[config.mk]
export PLATFORM = sky130hd
export DESIGN_NAME = count_bcd_display
export DESIGN_NICKNAME = d
export VERILOG_FILES = /design/src/rtl/count_bcd_display.sv
export SDC_FILE = /design/constraint.sdc
export NUM_CORES = 1
export LEC_CHECK = 0
export ABC_AREA = 1
export CAP_MARGIN = 10
export CORE_ASPECT_RATIO = 0.75
export CORE_MARGIN = 10
export CORE_UTILIZATION = 30
export DETAILED_ROUTE_END_ITERATION = 10
export GPL_TIMING_DRIVEN = 0
export PLACE_DENSITY_LB_ADDON = 0.15
export SYNTH_ARGS = -nofsm -noshare
export SYNTH_HDL_FRONTEND = slang
export SYNTH_SLANG_ARGS = --single-unit
[constraint.sdc]
create_clock -name clk -period 2.8 [get_ports clk]
set_input_delay 0.7 -clock clk [delete_from_list [all_inputs] [get_ports clk]]
set_output_delay 0.7 -clock clk [all_outputs]
set_load 0.01 [all_outputs]
[src/rtl/count_bcd_display.sv]
// rtl/count_bcd_display.sv - serial binary-to-BCD converter driving a 3-digit multiplexed seven-segment display
// Optional feature macro: LEADING_ZERO_BLANK_EN (blank leading zero hundreds/tens digits).
module count_bcd_display #(
    parameter int SCAN_DIV = 1000
) (
    input  logic        clk,
    input  logic        reset,
    input  logic [7:0]  count,
    output logic [11:0] bcd,
    output logic        bcd_valid,
    output logic [2:0]  an,
    output logic [6:0]  seg
);

    typedef enum logic [1:0] {IDLE, SHIFT, DONE} state_t;

    localparam logic [15:0] PRESC_MAX = 16'(SCAN_DIV - 1);

    state_t      state;
    state_t      state_next;
    logic [7:0]  cap;
    logic [7:0]  sr;
    logic [11:0] acc;
    logic [11:0] acc_adj;
    logic [2:0]  bit_cnt;
    logic        load_en;
    logic        shift_en;
    logic        done_en;

    logic [15:0] presc;
    logic [1:0]  digit_sel;
    logic [3:0]  nibble;
    logic        blank;
    logic [2:0]  an_next;
    logic [6:0]  seg_next;

    function automatic logic [3:0] add3(input logic [3:0] n);
        return (n >= 4'd5) ? n + 4'd3 : n;
    endfunction

    function automatic logic [6:0] seg_decode(input logic [3:0] n);
        case (n)
            4'd0:    return 7'b1000000;
            4'd1:    return 7'b1111001;
            4'd2:    return 7'b0100100;
            4'd3:    return 7'b0110000;
            4'd4:    return 7'b0011001;
            4'd5:    return 7'b0010010;
            4'd6:    return 7'b0000010;
            4'd7:    return 7'b1111000;
            4'd8:    return 7'b0000000;
            4'd9:    return 7'b0010000;
            default: return 7'b1111111;
        endcase
    endfunction

    always_ff @(posedge clk or posedge reset) begin
        if (reset) state <= IDLE;
        else       state <= state_next;
    end

    always_comb begin
        state_next = state;
        case (state)
            IDLE:    if (count != cap) state_next = SHIFT;
            SHIFT:   if (bit_cnt == 3'd7) state_next = DONE;
            DONE:    state_next = IDLE;
            default: state_next = IDLE;
        endcase
    end

    always_comb begin
        load_en  = (state == IDLE) && (count != cap);
        shift_en = (state == SHIFT);
        done_en  = (state == DONE);
    end

    // Double-dabble: correct each BCD nibble before the shift that doubles it.
    always_comb begin
        acc_adj = {add3(acc[11:8]), add3(acc[7:4]), add3(acc[3:0])};
    end

    always_ff @(posedge clk or posedge reset) begin
        if (reset) begin
            cap       <= 8'd0;
            sr        <= 8'd0;
            acc       <= 12'd0;
            bit_cnt   <= 3'd0;
            bcd       <= 12'h000;
            bcd_valid <= 1'b0;
        end else begin
            bcd_valid <= 1'b0;
            if (load_en) begin
                cap     <= count;
                sr      <= count;
                acc     <= 12'd0;
                bit_cnt <= 3'd0;
            end else if (shift_en) begin
                {acc, sr} <= {acc_adj[10:0], sr, 1'b0};
                bit_cnt   <= bit_cnt + 3'd1;
            end else if (done_en) begin
                bcd       <= acc;
                bcd_valid <= 1'b1;
            end
        end
    end

    always_ff @(posedge clk or posedge reset) begin
        if (reset) begin
            presc     <= 16'd0;
            digit_sel <= 2'd0;
        end else if (presc == PRESC_MAX) begin
            presc     <= 16'd0;
            digit_sel <= (digit_sel == 2'd2) ? 2'd0 : digit_sel + 2'd1;
        end else begin
            presc <= presc + 16'd1;
        end
    end

    always_comb begin
        nibble  = bcd[3:0];
        an_next = 3'b110;
        blank   = 1'b0;
        case (digit_sel)
            2'd1: begin
                nibble  = bcd[7:4];
                an_next = 3'b101;
            end
            2'd2: begin
                nibble  = bcd[11:8];
                an_next = 3'b011;
            end
            default: ;
        endcase
`ifdef LEADING_ZERO_BLANK_EN
        blank = ((digit_sel == 2'd2) && (bcd[11:8] == 4'd0)) ||
                ((digit_sel == 2'd1) && (bcd[11:4] == 8'd0));
`endif
        seg_next = blank ? 7'b1111111 : seg_decode(nibble);
    end

    always_ff @(posedge clk or posedge reset) begin
        if (reset) begin
            an  <= 3'b110;
            seg <= 7'b1000000;
        end else begin
            an  <= an_next;
            seg <= seg_next;
        end
    end

endmodule

* Word level (Yosys, flattened, before mapping)
Memory sizes are Yosys's and may differ from the RTL's. A register that Yosys moved wholly into a read port is not among the register bits.
Cells that the tools add are included.
** Operators by class
- Add/subtract/negate cells :: 6
- Multiply operators :: 0
- Div/mod/pow operators :: 0
- Magnitude comparators :: 3
- Eq/ne operators :: 9
- Shifts and indexed selects :: 0
- Mux-type cells :: 19
- Bitwise operators :: 2
- Reductions and logical operators :: 5
** Operators with widths (number)
- $mux W12 :: 2
- $add A16 B1 Y16 const B :: 1
- $eq A16 B10 Y1 const B :: 1
- $mux W16 :: 1
- $mux W8 :: 2
- $ge A4 B3 Y1 const B :: 3
- $mux W3 :: 3
- $add A4 B2 Y4 const B :: 2
- $mux W4 :: 2
- $ne A8 B8 Y1 :: 1
- $pmux W4 S2 :: 1
- $mux W2 :: 3
- $pmux W3 S2 :: 1
- $eq A2 B1 Y1 const B :: 2
- $eq A2 B2 Y1 const B :: 2
- $ne A2 B1 Y1 const B :: 2
- $pmux W2 S2 :: 1
- $add A3 B1 Y3 const B :: 1
- $add A3 B2 Y3 const B :: 1
- $eq A3 B3 Y1 const B :: 1
- $mux W1 :: 3
- $reduce_and A3 Y1 :: 1
- $add A2 B1 Y2 const B :: 1
- $logic_not A2 Y1 :: 1
- other kinds (4) :: 5
** Word-level totals
- Register bits after elaboration :: 67
- Latch bits :: 0
- Memory bits (writable) :: 0
- Memory bits (read-only) :: 112
- Input port bits :: 10
- Output and inout port bits :: 23
- Logic and storage cells :: 55
- Memories kept :: 1
** Memory list
- (no name shown) :: words 16, bits a word 7, read ports 1, clocked after Yosys merged registers in 1, wr ports 0, line 42 : case (n)

* Logic depth before layout (Yosys ltp)
- Depth in word-level cells :: 4
- Gate-level depth with buffers :: 11
- Depth with buffers taken out :: 11

* Least setup slack after synthesis
No wires, ideal clock.
- Kind :: flip-flop to flip-flop
- Start :: reg digit_sel[0]
- End :: reg seg[5]
- Setup time :: 0.121 ns
- Arrival :: 1.768 ns
- Data required time :: 2.679 ns
- Slack :: 0.910 ns
- Cell stages (with the launch flop) :: 10
- Clock period less this slack :: 1.890 ns
- Path through :: dfrtp_1 inv_1 ha_1 inv_1 o21ai_2 inv_1 ha_1 or2_2 nand3_1 nand2_1
** Between the ends
- Cells in the longest elaborated chain, start to end :: 2
** RTL lines
- start, declared :: line 31 : logic [1:0] digit_sel;
- start signal, assigned :: line 114 : digit_sel <= (digit_sel == 2'd2) ? 2'd0 : digit_sel + 2'd1;
- $eq A2 B2 Y1 or $eq A2 B1 Y1 (tied branches) :: line 124 : case (digit_sel)
- $pmux W4 S2 * :: line 124
- end, declared :: line 12 : output logic [6:0] seg
Every way passes the cells marked *; elsewhere a longest branch is shown, timed or not.
A chain may end at the register's enable or synchronous reset.

* Final worst setup path
Ends and elaborated chain as after synthesis.

==> metrics.md <==
| Metric | Value |
|---|---|
| Die X | around 150 um |
| Core area | about 12,000 sq um |
| Worst hold path type | flip-flop to flip-flop |
| Wire length of the first global-routing pass | 13,960 um |
| Worst path required time | a little over 3 ns |
| Final #Nets | roughly 500 |
| Status | finished clean |
| TritonCTS Buffers | 9 |
| Slew Limit Headroom | 0.6156 |
| Antenna Violating Nets Remaining | 0 |
| Mapped Nets | 470 |
| WL/cell | 12.42 um |
| RR Endpoint | seg[5]$_DFF_PP0_ |
| Simple-gate share of the synthesized area | 0.2502 |
| Leakage | 0.002276 uW |
| Adder-cell share of the synthesized area | 0.05351 |
| Hold Path Sink | presc[0]$_DFF_PP0_ |
| Synth Area in Compound Gates | 0.09365 |
| Routed vias/inst | 4.343 |
| CTS tree | done |
| Final Cell Area | around 4600 sq um |
| Pwr Density | 1039 nW/um^2 |
| Global route overflow | 0 |
| R2R cell count | 9 |
| Share of cells above drive strength 1 | 0.1095 |
| CTS clk-pin slew, worst paths | 0.06 ns |
| Largest net degree at the start of global routing | between 40 and 50 |
| Initial Util | 0.3051 |
| Final non-filler cell total | 659 |
| Maximum vdd drop | 382.4 uV |
| Final Skew | 0.008213 ns |
| EDFF count, synth | 0 |
| CTS Buffer Depth | 2 |
| H-tree levels | 3 |
| Pre-CTS WS | just under 0.6 ns |
| Max Freq | 465.0 MHz |
| Top FF cell, synth | dfrtp_1 |
| Critical Path Source Type | flip-flop |
| XOR/XNOR Fraction of Synth Area | 0.02341 |
| Antenna fix cells | 0 |
| First drt pass iteration count | 4 |
| Final hold violations | 0 |
| IO Port Bufs | 32 |
| CP arrival | 2.37 ns |
| Worst setup margin | 0.6492 ns |
| Synth area leaders | dfrtp_1 (47%), nand2_1 (12%), inv_1 (6.5%) |
| Vias in the first global route | 2,795 |
| Period utilisation layout | 0.7681 |
| Total of max-cap violations | 0 |
| Least-Margin Pin Slew | 0.5706 ns |
| Layout area overhead | 23.75% |
| Synth Register Bits | 74 |
| Die ar. | 17,380 sq um |
| Placed insts | 643 |
| Fin. max-slew vios | 0 |
| Die Span Y | 116.7 um |
| Drt total wl | ~8200 um |
| Seq/Total Area, Yosys | 0.4960 |
| RSZ-0062 raised after global routing | no |
| Hold-fix buffers, CTS | 0 |
| Netlist Area Pre-Place | 3741 sq um |
| Total power | 4810 uW |
| IO Count | 33 |
| Multiplexer share of the synthesized area | 0 |
| DRC viols | 0 |
| Synth Instances | between 400 and 500 |
| Post-synth ARST share | 1.000 |
| Yosys top cell area share | 0.4749 |
| Synth unique cells | 31 |
| Syn Area/Cell | 8.426 sq um |
| First DRT Iteration DRCs | 141 |
| Critical path type | flip-flop to flip-flop |
| Largest family of logic cells by synthesized area | simple AND/OR/NAND/NOR gates |
| Worst r2r src | digit_sel[0]$_DFFE_PP0N_ |
| Overall global routing resource usage | 0.1008 |
| Crit end category | flip-flop |
| Hold path depth | 1 |
| Root Driver | clkbuf_16 |
| Crit-path max FO | 6 |
| # clock sinks | 74 |
| Final setup fails | 0 |
| Setup TNS | 0 ns |
| Cell Area, Placed | 4299 sq um |
| Hold Startpoint | presc[0]$_DFF_PP0_ |
| Via count | 2,862 |
| Period minus WS final | 2.151 ns |
| CTS resizes | 0 |
| Number of placement rows | 35 |
| Synthesis Warnings | 0 |
| Synth area leader | dfrtp_1 |
| Post CTS Setup Buffer Count | 0 |
| Initial antenna violation count | 0 |
| Placer Congestion | between 0.8 and 0.9 |
| Clock Latency Late Sink | 0.34 ns |
| Detailed Place HPWL | 5970 um |
| FF-to-FF setup slack | 0.65 ns |
[placed cells by master (no fill, tap or decap), types with 2 or more instances in the layout]
| cell type | netlist | final |
|---|---|---|
| a21oi_1 | 15 | 15 |
| buf_2 | 3 | 3 |
| buf_6 | 2 | 2 |
| bufinv_16 | 0 | 2 |
| clkbuf_1 | 3 | 4 |
| clkbuf_16 | 0 | 9 |
| clkbuf_8 | 0 | 2 |
| clkdlybuf4s50_1 | 0 | 32 |
| dfrtp_1 | 71 | 71 |
| dfstp_2 | 3 | 3 |
| ha_1 | 16 | 16 |
| inv_1 | 65 | 64 |
| nand2_1 | 119 | 119 |
| nand2_2 | 2 | 2 |
| nand3_1 | 39 | 39 |
| nand3_2 | 8 | 8 |
| nor2_1 | 18 | 18 |
| nor2_2 | 7 | 7 |
| nor3_1 | 4 | 4 |
| o21ai_0 | 38 | 38 |
| o21ai_1 | 3 | 3 |
| o21ai_2 | 5 | 5 |
| or2_2 | 3 | 3 |
| xnor2_1 | 5 | 5 |
| xor2_1 | 5 | 5 |
[cell usage after synthesis (3+ instances only)]
| master | n |
|---|---|
| a21oi_1 | 15 |
| buf_2 | 3 |
| clkbuf_1 | 3 |
| dfrtp_1 | 71 |
| dfstp_2 | 3 |
| ha_1 | 16 |
| inv_1 | 65 |
| nand2_1 | 119 |
| nand3_1 | 39 |
| nand3_2 | 8 |
| nor2_1 | 18 |
| nor2_2 | 7 |
| nor3_1 | 4 |
| o21ai_0 | 38 |
| o21ai_1 | 3 |
| o21ai_2 | 5 |
| or2_2 | 3 |
| xnor2_1 | 5 |
| xor2_1 | 5 |
[how the worst max path moves through the flow]
stage | from | slack [ns] | depth (start not counted) | to
after floorplan | reset | 0.22 | 1 | acc[0]$_DFFE_PP0P_
after global placement | reset | -1.19 | 2 | bcd[1]$_DFFE_PP0P_
after detailed placement | count[3] | 0.59 | 9 | acc[0]$_DFFE_PP0P_
after CTS | digit_sel[0]$_DFFE_PP0N_ | 0.64 | 9 | seg[5]$_DFF_PP0_
after global routing | digit_sel[0]$_DFFE_PP0N_ | 0.38 | 10 | seg[3]$_DFF_PP0_
final | digit_sel[0]$_DFFE_PP0N_ | 0.65 | 9 | seg[5]$_DFF_PP0_
[routing by layer]
metal,vias to the layer above,part of all wire,global-route usage
li1,1495,-,-
met1,1330,0.51,0.1306
met2,25,0.44,0.1514
met3,12,0.037,0.03329
met4,0,0.016,0.04110
met5,-,0,0
[cell type report]
type,instances,area (sq um)
Clock buffer,12,256.5
Buffer,9,63.81
Clock inverter,4,73.82
Fill cell,1284,7632
Sequential cell,74,1856
Timing Repair Buffer,33,347.8
Inverter,66,250.2
Multi-Input combinational cell,295,1574
Tap cell,166,207.7
[state kept, by name (all words and copies together), names as in the netlist]
signal	count
acc	12
an	3
bcd	12
bcd_valid	1
bit_cnt	3
cap	8
digit_sel	2
presc	16
seg	7
sr	8
state	2
[worst max-delay path, cell delays in order (launching register included)]
cell and delay (ns):
dfrtp_1 0.39, inv_1 0.09, ha_1 0.41, inv_1 0.14
o21ai_2 0.30, inv_1 0.08, ha_1 0.20, or2_2 0.30
nand3_1 0.08, nand2_1 0.06
[where the power goes]
| group | switching, uW | internal (uW) | leakage, uW |
|---|---|---|---|
| Clock | 450 | 831 | 0.000163 |
| Combinational | 1050 | 776 | 0.00119 |
| Sequential | 261 | 1450 | 0.000923 |
[cells by family after synthesis]
| group | count (synthesis) |
|---|---|
| AOI/OAI and AO/OA | 64 |
| xor gates and xnor gates | 10 |
| adders and majority gates | 16 |
| buffers and inverters | 75 |
| DFF | 74 |
| and+or+nand+nor | 205 |
[stage by stage]
| step | hold slack, ns | util |
|---|---|---|
| after floorplan | 0.4329 | - |
| after global placement | 0.4461 | 0.3482 |
| after detailed placement | 0.4501 | 0.3506 |
| after CTS | 0.4585 | 0.3776 |
| after global routing | 0.4715 | 0.3776 |
| final | 0.4542 | 0.3776 |
Power figures use the tool's default switching activity.
